## src/rtl/vdp_vram_arb_pkg.sv

```systemverilog
// Shared types and constants for the super-res VRAM arbiter.
//   owner_t     : which requester owns the current 4-cycle window
//   arb_state_t : window state machine, locked to cx[1:0]
//   PH_*        : window phase values (cx[1:0]) at which each state is entered
package vdp_vram_arb_pkg;

  typedef enum logic [2:0] {NONE, REFRESH, DISP, CPU, CMD} owner_t;

  typedef enum logic [1:0] {ARB, ISSUE, WAIT, RET} arb_state_t;

  localparam logic [1:0] PH_ARB   = 2'd0;
  localparam logic [1:0] PH_ISSUE = 2'd1;
  localparam logic [1:0] PH_WAIT  = 2'd2;
  localparam logic [1:0] PH_RET   = 2'd3;

endpackage

```

## src/rtl/vdp_vram_byte_lane.sv

```systemverilog
// Byte-lane helper for 8-bit requesters on the 32-bit VRAM port.
//   lane  : byte address bits [1:0]
//   wbyte : byte to write
//   rword : 32-bit word read from VRAM
//   wmask : one-hot byte-lane write mask
//   wword : write byte replicated across all four lanes
//   rbyte : byte selected from rword by lane
module vdp_vram_byte_lane (
  input  logic [1:0]  lane,
  input  logic [7:0]  wbyte,
  input  logic [31:0] rword,
  output logic [3:0]  wmask,
  output logic [31:0] wword,
  output logic [7:0]  rbyte
);

  assign wmask = 4'b0001 << lane;
  assign wword = {4{wbyte}};

  always_comb begin
    rbyte = rword[7:0];
    unique case (lane)
      2'd0: rbyte = rword[7:0];
      2'd1: rbyte = rword[15:8];
      2'd2: rbyte = rword[23:16];
      2'd3: rbyte = rword[31:24];
      default: rbyte = rword[7:0];
    endcase
  end

endmodule

```

## src/rtl/vdp_super_vram_arbiter.sv

```systemverilog
// Shared VRAM port scheduler for super-res display fetch, CPU byte port,
// command-engine byte port and refresh. Time is split into 4-cycle windows
// aligned to cx[1:0]; each window carries at most one 32-bit access.
//   clk, reset_n             : pixel clock, async active-low reset
//   vdp_super, cx            : super-res enable, horizontal counter
//   refresh_req              : refresh wanted this window
//   disp_*                   : display fetch request/address and returned word
//   cpu_* / cmd_*            : byte requesters (req held until ack)
//   mem_*                    : VRAM controller port
module vdp_super_vram_arbiter
  import vdp_vram_arb_pkg::*;
#(
  parameter int unsigned READ_LATENCY = 2,
  parameter int unsigned WORD_ADDR_W  = 17
) (
  input  logic                   clk,
  input  logic                   reset_n,
  input  logic                   vdp_super,
  input  logic [10:0]            cx,
  input  logic                   refresh_req,
  input  logic                   disp_req,
  input  logic [WORD_ADDR_W-1:0] disp_addr,
  output logic [31:0]            disp_rdata,
  output logic                   disp_valid,
  input  logic                   cpu_req,
  input  logic                   cpu_we,
  input  logic [WORD_ADDR_W+1:0] cpu_addr,
  input  logic [7:0]             cpu_wdata,
  output logic                   cpu_ack,
  output logic [7:0]             cpu_rdata,
  input  logic                   cmd_req,
  input  logic                   cmd_we,
  input  logic [WORD_ADDR_W+1:0] cmd_addr,
  input  logic [7:0]             cmd_wdata,
  output logic                   cmd_ack,
  output logic [7:0]             cmd_rdata,
  output logic                   mem_req,
  output logic                   mem_refresh,
  output logic                   mem_we,
  output logic [WORD_ADDR_W-1:0] mem_addr,
  output logic [3:0]             mem_wmask,
  output logic [31:0]            mem_wdata,
  input  logic [31:0]            mem_rdata
);

  logic [1:0] phase;
  logic       unused_cx;

  assign phase     = cx[1:0];
  assign unused_cx = ^cx[10:2];

  arb_state_t state_q;
  owner_t     owner_q;
  owner_t     rr_last_q;
  logic [1:0] lane_q;
  logic       we_q;
  logic [31:0] word_q;

  owner_t                 grant;
  logic [WORD_ADDR_W+1:0] sel_addr;
  logic                   sel_we;
  logic [7:0]             sel_wdata;
  logic [1:0]             lane_sel;
  logic [31:0]            ret_word;
  logic [3:0]             lane_wmask;
  logic [31:0]            lane_wword;
  logic [7:0]             lane_rbyte;

  // Fixed priority refresh > display > round-robin CPU/CMD.
  always_comb begin
    grant = NONE;
    if (refresh_req) begin
      grant = REFRESH;
    end else if (disp_req && vdp_super) begin
      grant = DISP;
    end else if (cpu_req && cmd_req) begin
      grant = (rr_last_q == CPU) ? CMD : CPU;
    end else if (cpu_req) begin
      grant = CPU;
    end else if (cmd_req) begin
      grant = CMD;
    end
  end

  always_comb begin
    sel_addr  = cpu_addr;
    sel_we    = cpu_we;
    sel_wdata = cpu_wdata;
    if (grant == CMD) begin
      sel_addr  = cmd_addr;
      sel_we    = cmd_we;
      sel_wdata = cmd_wdata;
    end
  end

  // The single lane helper sees the live requester address while arbitrating,
  // and the latched lane afterwards for read-byte selection.
  assign lane_sel = (state_q == ARB) ? sel_addr[1:0] : lane_q;

  // With latency 2 the word arrives exactly on the delivery edge; with
  // latency 1 it was parked in word_q one cycle earlier.
  assign ret_word = (READ_LATENCY >= 2) ? mem_rdata : word_q;

  vdp_vram_byte_lane u_byte_lane (
    .lane  (lane_sel),
    .wbyte (sel_wdata),
    .rword (ret_word),
    .wmask (lane_wmask),
    .wword (lane_wword),
    .rbyte (lane_rbyte)
  );

  always_ff @(posedge clk or negedge reset_n) begin
    if (!reset_n) begin
      state_q     <= ARB;
      owner_q     <= NONE;
      rr_last_q   <= CMD;
      lane_q      <= 2'd0;
      we_q        <= 1'b0;
      word_q      <= 32'd0;
      mem_req     <= 1'b0;
      mem_refresh <= 1'b0;
      mem_we      <= 1'b0;
      mem_addr    <= '0;
      mem_wmask   <= 4'd0;
      mem_wdata   <= 32'd0;
      disp_rdata  <= 32'd0;
      disp_valid  <= 1'b0;
      cpu_ack     <= 1'b0;
      cpu_rdata   <= 8'd0;
      cmd_ack     <= 1'b0;
      cmd_rdata   <= 8'd0;
    end else begin
      // Strobes and acks are single-cycle pulses.
      mem_req     <= 1'b0;
      mem_refresh <= 1'b0;
      mem_we      <= 1'b0;
      disp_valid  <= 1'b0;
      cpu_ack     <= 1'b0;
      cmd_ack     <= 1'b0;

      unique case (state_q)
        ARB: begin
          // Idle here until a window boundary (e.g. after a mid-window reset).
          if (phase == PH_ARB) begin
            state_q <= ISSUE;
            owner_q <= grant;
            lane_q  <= sel_addr[1:0];
            we_q    <= sel_we;
            case (grant)
              REFRESH: mem_refresh <= 1'b1;
              DISP: begin
                mem_req   <= 1'b1;
                mem_addr  <= disp_addr;
                mem_wmask <= 4'd0;
              end
              CPU, CMD: begin
                mem_req   <= 1'b1;
                mem_we    <= sel_we;
                mem_addr  <= sel_addr[WORD_ADDR_W+1:2];
                mem_wmask <= sel_we ? lane_wmask : 4'd0;
                mem_wdata <= lane_wword;
                rr_last_q <= grant;
              end
              default: ;
            endcase
          end
        end

        ISSUE: begin
          if (READ_LATENCY < 2) word_q <= mem_rdata;
          state_q <= WAIT;
          // Lost window lock: drop the access rather than deliver stale data.
          if (phase != PH_ISSUE) begin
            state_q <= ARB;
            owner_q <= NONE;
          end
        end

        WAIT: begin
          state_q <= RET;
          if (phase != PH_WAIT) begin
            state_q <= ARB;
            owner_q <= NONE;
          end else begin
            case (owner_q)
              DISP: begin
                disp_valid <= 1'b1;
                disp_rdata <= ret_word;
              end
              CPU: begin
                cpu_ack <= 1'b1;
                if (!we_q) cpu_rdata <= lane_rbyte;
              end
              CMD: begin
                cmd_ack <= 1'b1;
                if (!we_q) cmd_rdata <= lane_rbyte;
              end
              default: ;
            endcase
          end
        end

        RET: begin
          state_q <= ARB;
          owner_q <= NONE;
        end

        default: begin
          state_q <= ARB;
          owner_q <= NONE;
        end
      endcase
    end
  end

endmodule

```

## config.mk

```make
export PLATFORM = sky130hd
export DESIGN_NAME = vdp_super_vram_arbiter
export DESIGN_NICKNAME = d
export VERILOG_FILES = /design/src/rtl/vdp_vram_arb_pkg.sv /design/src/rtl/vdp_vram_byte_lane.sv /design/src/rtl/vdp_super_vram_arbiter.sv
export SDC_FILE = /design/constraint.sdc
export NUM_CORES = 1
export LEC_CHECK = 0
export ABC_AREA = 1
export CORE_ASPECT_RATIO = 1.25
export CORE_UTILIZATION = 44
export DETAILED_ROUTE_END_ITERATION = 12
export GPL_ROUTABILITY_DRIVEN = 0
export PLACE_DENSITY = 0.86
export SYNTH_ARGS = -nofsm -noshare
export SYNTH_HDL_FRONTEND = slang
export SYNTH_SLANG_ARGS = --single-unit
```

## constraint.sdc

```tcl
create_clock -name clk -period 5 [get_ports clk]
set_input_delay 1.25 -clock clk [delete_from_list [all_inputs] [get_ports clk]]
set_output_delay 1.25 -clock clk [all_outputs]
set_load 0.02 [all_outputs]
```

==> metrics.txt <==
crit end category flop; clock-pin slew of the registers on the worst-case setup and hold paths 0.07 ns; number of buffers created by CTS 9; largest fanout of any net on the critical path 38; setup repair after global routing missed its margin false; result of the run complete, no violations; Synth Instances 604; die area 11300 µm²; HPWL reported at the end of detailed placement 9940 µm; die height 118 µm; via count of the first global-routing pass 4429; Multi-input gate area 1900 µm²; clock latency on the worst-skew pair 0.34 ns; worst r2r path cells 10; area share of the largest cell type after synthesis 48.8%; count of antenna diodes in the layout 0; largest net degree at the start of global routing 65; routed vias/inst 4.98; Area growth, synth to finish 49.6%; Setup Fix Bufs, Post-CTS 0; count of warnings emitted by yosys 0; final-layout fill cell count 862; most common flop cell mapped by yosys dfrtp_1; wire length of the first global-routing pass 20600 µm; number of I/O port buffers 220; number of design rule violations left after detail routing 0; crit share post-route 72.2%; number of nets with antenna violations after routing 0; number of failing setup endpoints in the final timing report 0; # placed instances 910; #FFs+latches synth 94; number of optimization iterations in the first detailed-route pass 4; Max clock buf depth 2; worst setup path category in2reg; final critical-path required period 3.61 ns; arrival time reported for the critical path endpoint 3.88 ns; Static Leak 3.40 nW; power consumption 2.54 mW; Post-Syn Area 4770 µm²; number of max-slew violations in the final report 0; final design utilization 67.6%; root buf cell clkbuf_16; Post-layout nets 912; final standard cell area without fillers 7140 µm²; core area 10600 µm²; Cell variety after synth 30; row count 42; sequential share of the synthesized area 49.3%; average cell area after synthesis 7.90 µm²; Synth Net Count 727; final total negative setup slack 0 ns; area taken by flip-flops and latches 2350 µm²; Total GRT Usage 23.7%; Hold Slack 0.473 ns; cell area reported after detailed placement 6830 µm²; starting utilization of the core area 45.2%; Post-synth EDFFs 0; global-route congestion overflow total 0; average wire per cell in the routed design 14.5 µm; overall via count from detail_route 4607; CP Data Required Time 5.27 ns; ranking of synthesized cells by instance count 209 x nand2_1, 93 x dfrtp_1, 53 x nor2_1; number of buffers added to fix hold violations after cts 0; Finished Layout Cells 926; Placement Setup Slack 1.01 ns; Setup WS post-layout 1.39 ns; antenna violations before repair 0; maximum level of the CTS H-tree 3; most area-hungry cell type in the Yosys netlist dfrtp_1; clock sinks 94; proportion of register bits with asynchronous set or reset after synthesis 100%; highest ir drop seen on vdd 0.219 mV; number of primary I/O pins 230; Hold Path Stages 2; final wirelength 13400 µm; iteration-0 DRC count of the detailed router 141; power per cell area 356 nW/µm²; Synth area leaders dfrtp_1 49%, nand2_1 16%, buf_4 4.4%; category of the worst setup path launch point input port; TritonCTS clock tree built; type of the tightest min-delay check reg2reg; Setup Skew 0.0104 ns; Chip Width 95.1 µm; most common cell in the netlist nand2_1; fraction of layout cells with a size suffix above 1 7.18%; maximum achievable frequency 277 MHz; max-cap violation count 0; final number of hold-violating endpoints 0; number of resized instances in the post-cts repair step 0; remaining max-slew budget at the tightest pin 39.7%; slew at the pin closest to its max-slew limit 0.902 ns
==> state kept, by name, summed over array words and instances (netlist names), 2 cells and up <==
register and count:
disp_rdata 32, cpu_rdata 8, state_q 2, cmd_rdata 8, mem_addr 17, owner_q 3
mem_wdata 8, rr_last_q 3, lane_q 2, mem_wmask 4
==> worst paths after layout <==
kind                                 from             end  slack (ns)
setup reg to reg             rr_last_q[2]   mem_wdata[23]        2.47
hold / removal             disp_rdata[23]  disp_rdata[23]        0.47
max in group asynchronous         reset_n    rr_last_q[2]        3.09
hold reg to reg            disp_rdata[23]  disp_rdata[23]        0.47
setup / recovery                vdp_super   mem_wdata[23]        1.39
min in group asynchronous         reset_n  disp_rdata[25]        0.98
==> cell usage in the layout, fill, tap and decap left out, types with 4 or more instances in the layout <==
cell / netlist / routed
clkdlybuf4s50_1: 0 / 219
nand2_1: 209 / 209
dfrtp_1: 93 / 93
nor2_1: 53 / 53
inv_1: 45 / 45
nand3_1: 39 / 39
a21oi_1: 35 / 35
o21ai_0: 18 / 18
nand3_2: 13 / 13
o21ai_1: 10 / 10
a31oi_1: 10 / 10
clkbuf_16: 0 / 9
nor2_4: 5 / 5
nand2_2: 4 / 4
inv_2: 4 / 4
nand2_4: 4 / 4
==> logic make-up (layout without fill, tap and decap cells) <==
group | after synthesis | after routing | share of synthesized area [%]
buf+inv | 99 | 289 | 10.9
flops | 94 | 94 | 49.3
simple gates | 335 | 335 | 31.1
compound gates | 76 | 76 | 8.68
==> layer usage <==
| metal | vias to the layer above | routed length, µm | track usage [%] |
|---|---|---|---|
| li1 | 2251 | - | - |
| met1 | 2132 | 5150 | 26.1 |
| met2 | 198 | 6900 | 42.5 |
| met3 | 26 | 1010 | 6.76 |
| met4 | 0 | 354 | 8.33 |
| met5 | - | 0 | 0 |
==> worst max-delay path, stage by stage <==
cell and delay [ns]:
clkdlybuf4s50_1 0.42, nand2_1 0.17, inv_2 0.08, nor2_4 0.16
nand2_4 0.25, inv_4 0.36, a31oi_4 0.07, buf_4 0.28
nor2_2 0.55, nor2_1 0.09, a31oi_1 0.16
==> area by class of cell <==
cell class	instances	area share, %
Sequential cell	94	33.0
Timing Repair Buffer	222	31.0
Multi-Input combinational cell	411	26.7
Clock buffer	10	3.35
Inverter	51	2.72
Tap cell	132	2.31
Clock inverter	6	0.964
==> power by group <==
| part | total, mW | internal [mW] | switching (mW) | leakage (nW) |
|---|---|---|---|---|
| sequential | 0.944 | 0.868 | 0.0762 | 1.22 |
| clock | 0.704 | 0.405 | 0.300 | 0.149 |
| combinational | 0.892 | 0.423 | 0.468 | 2.03 |
Note: power is estimated with default switching activity, not from simulation.
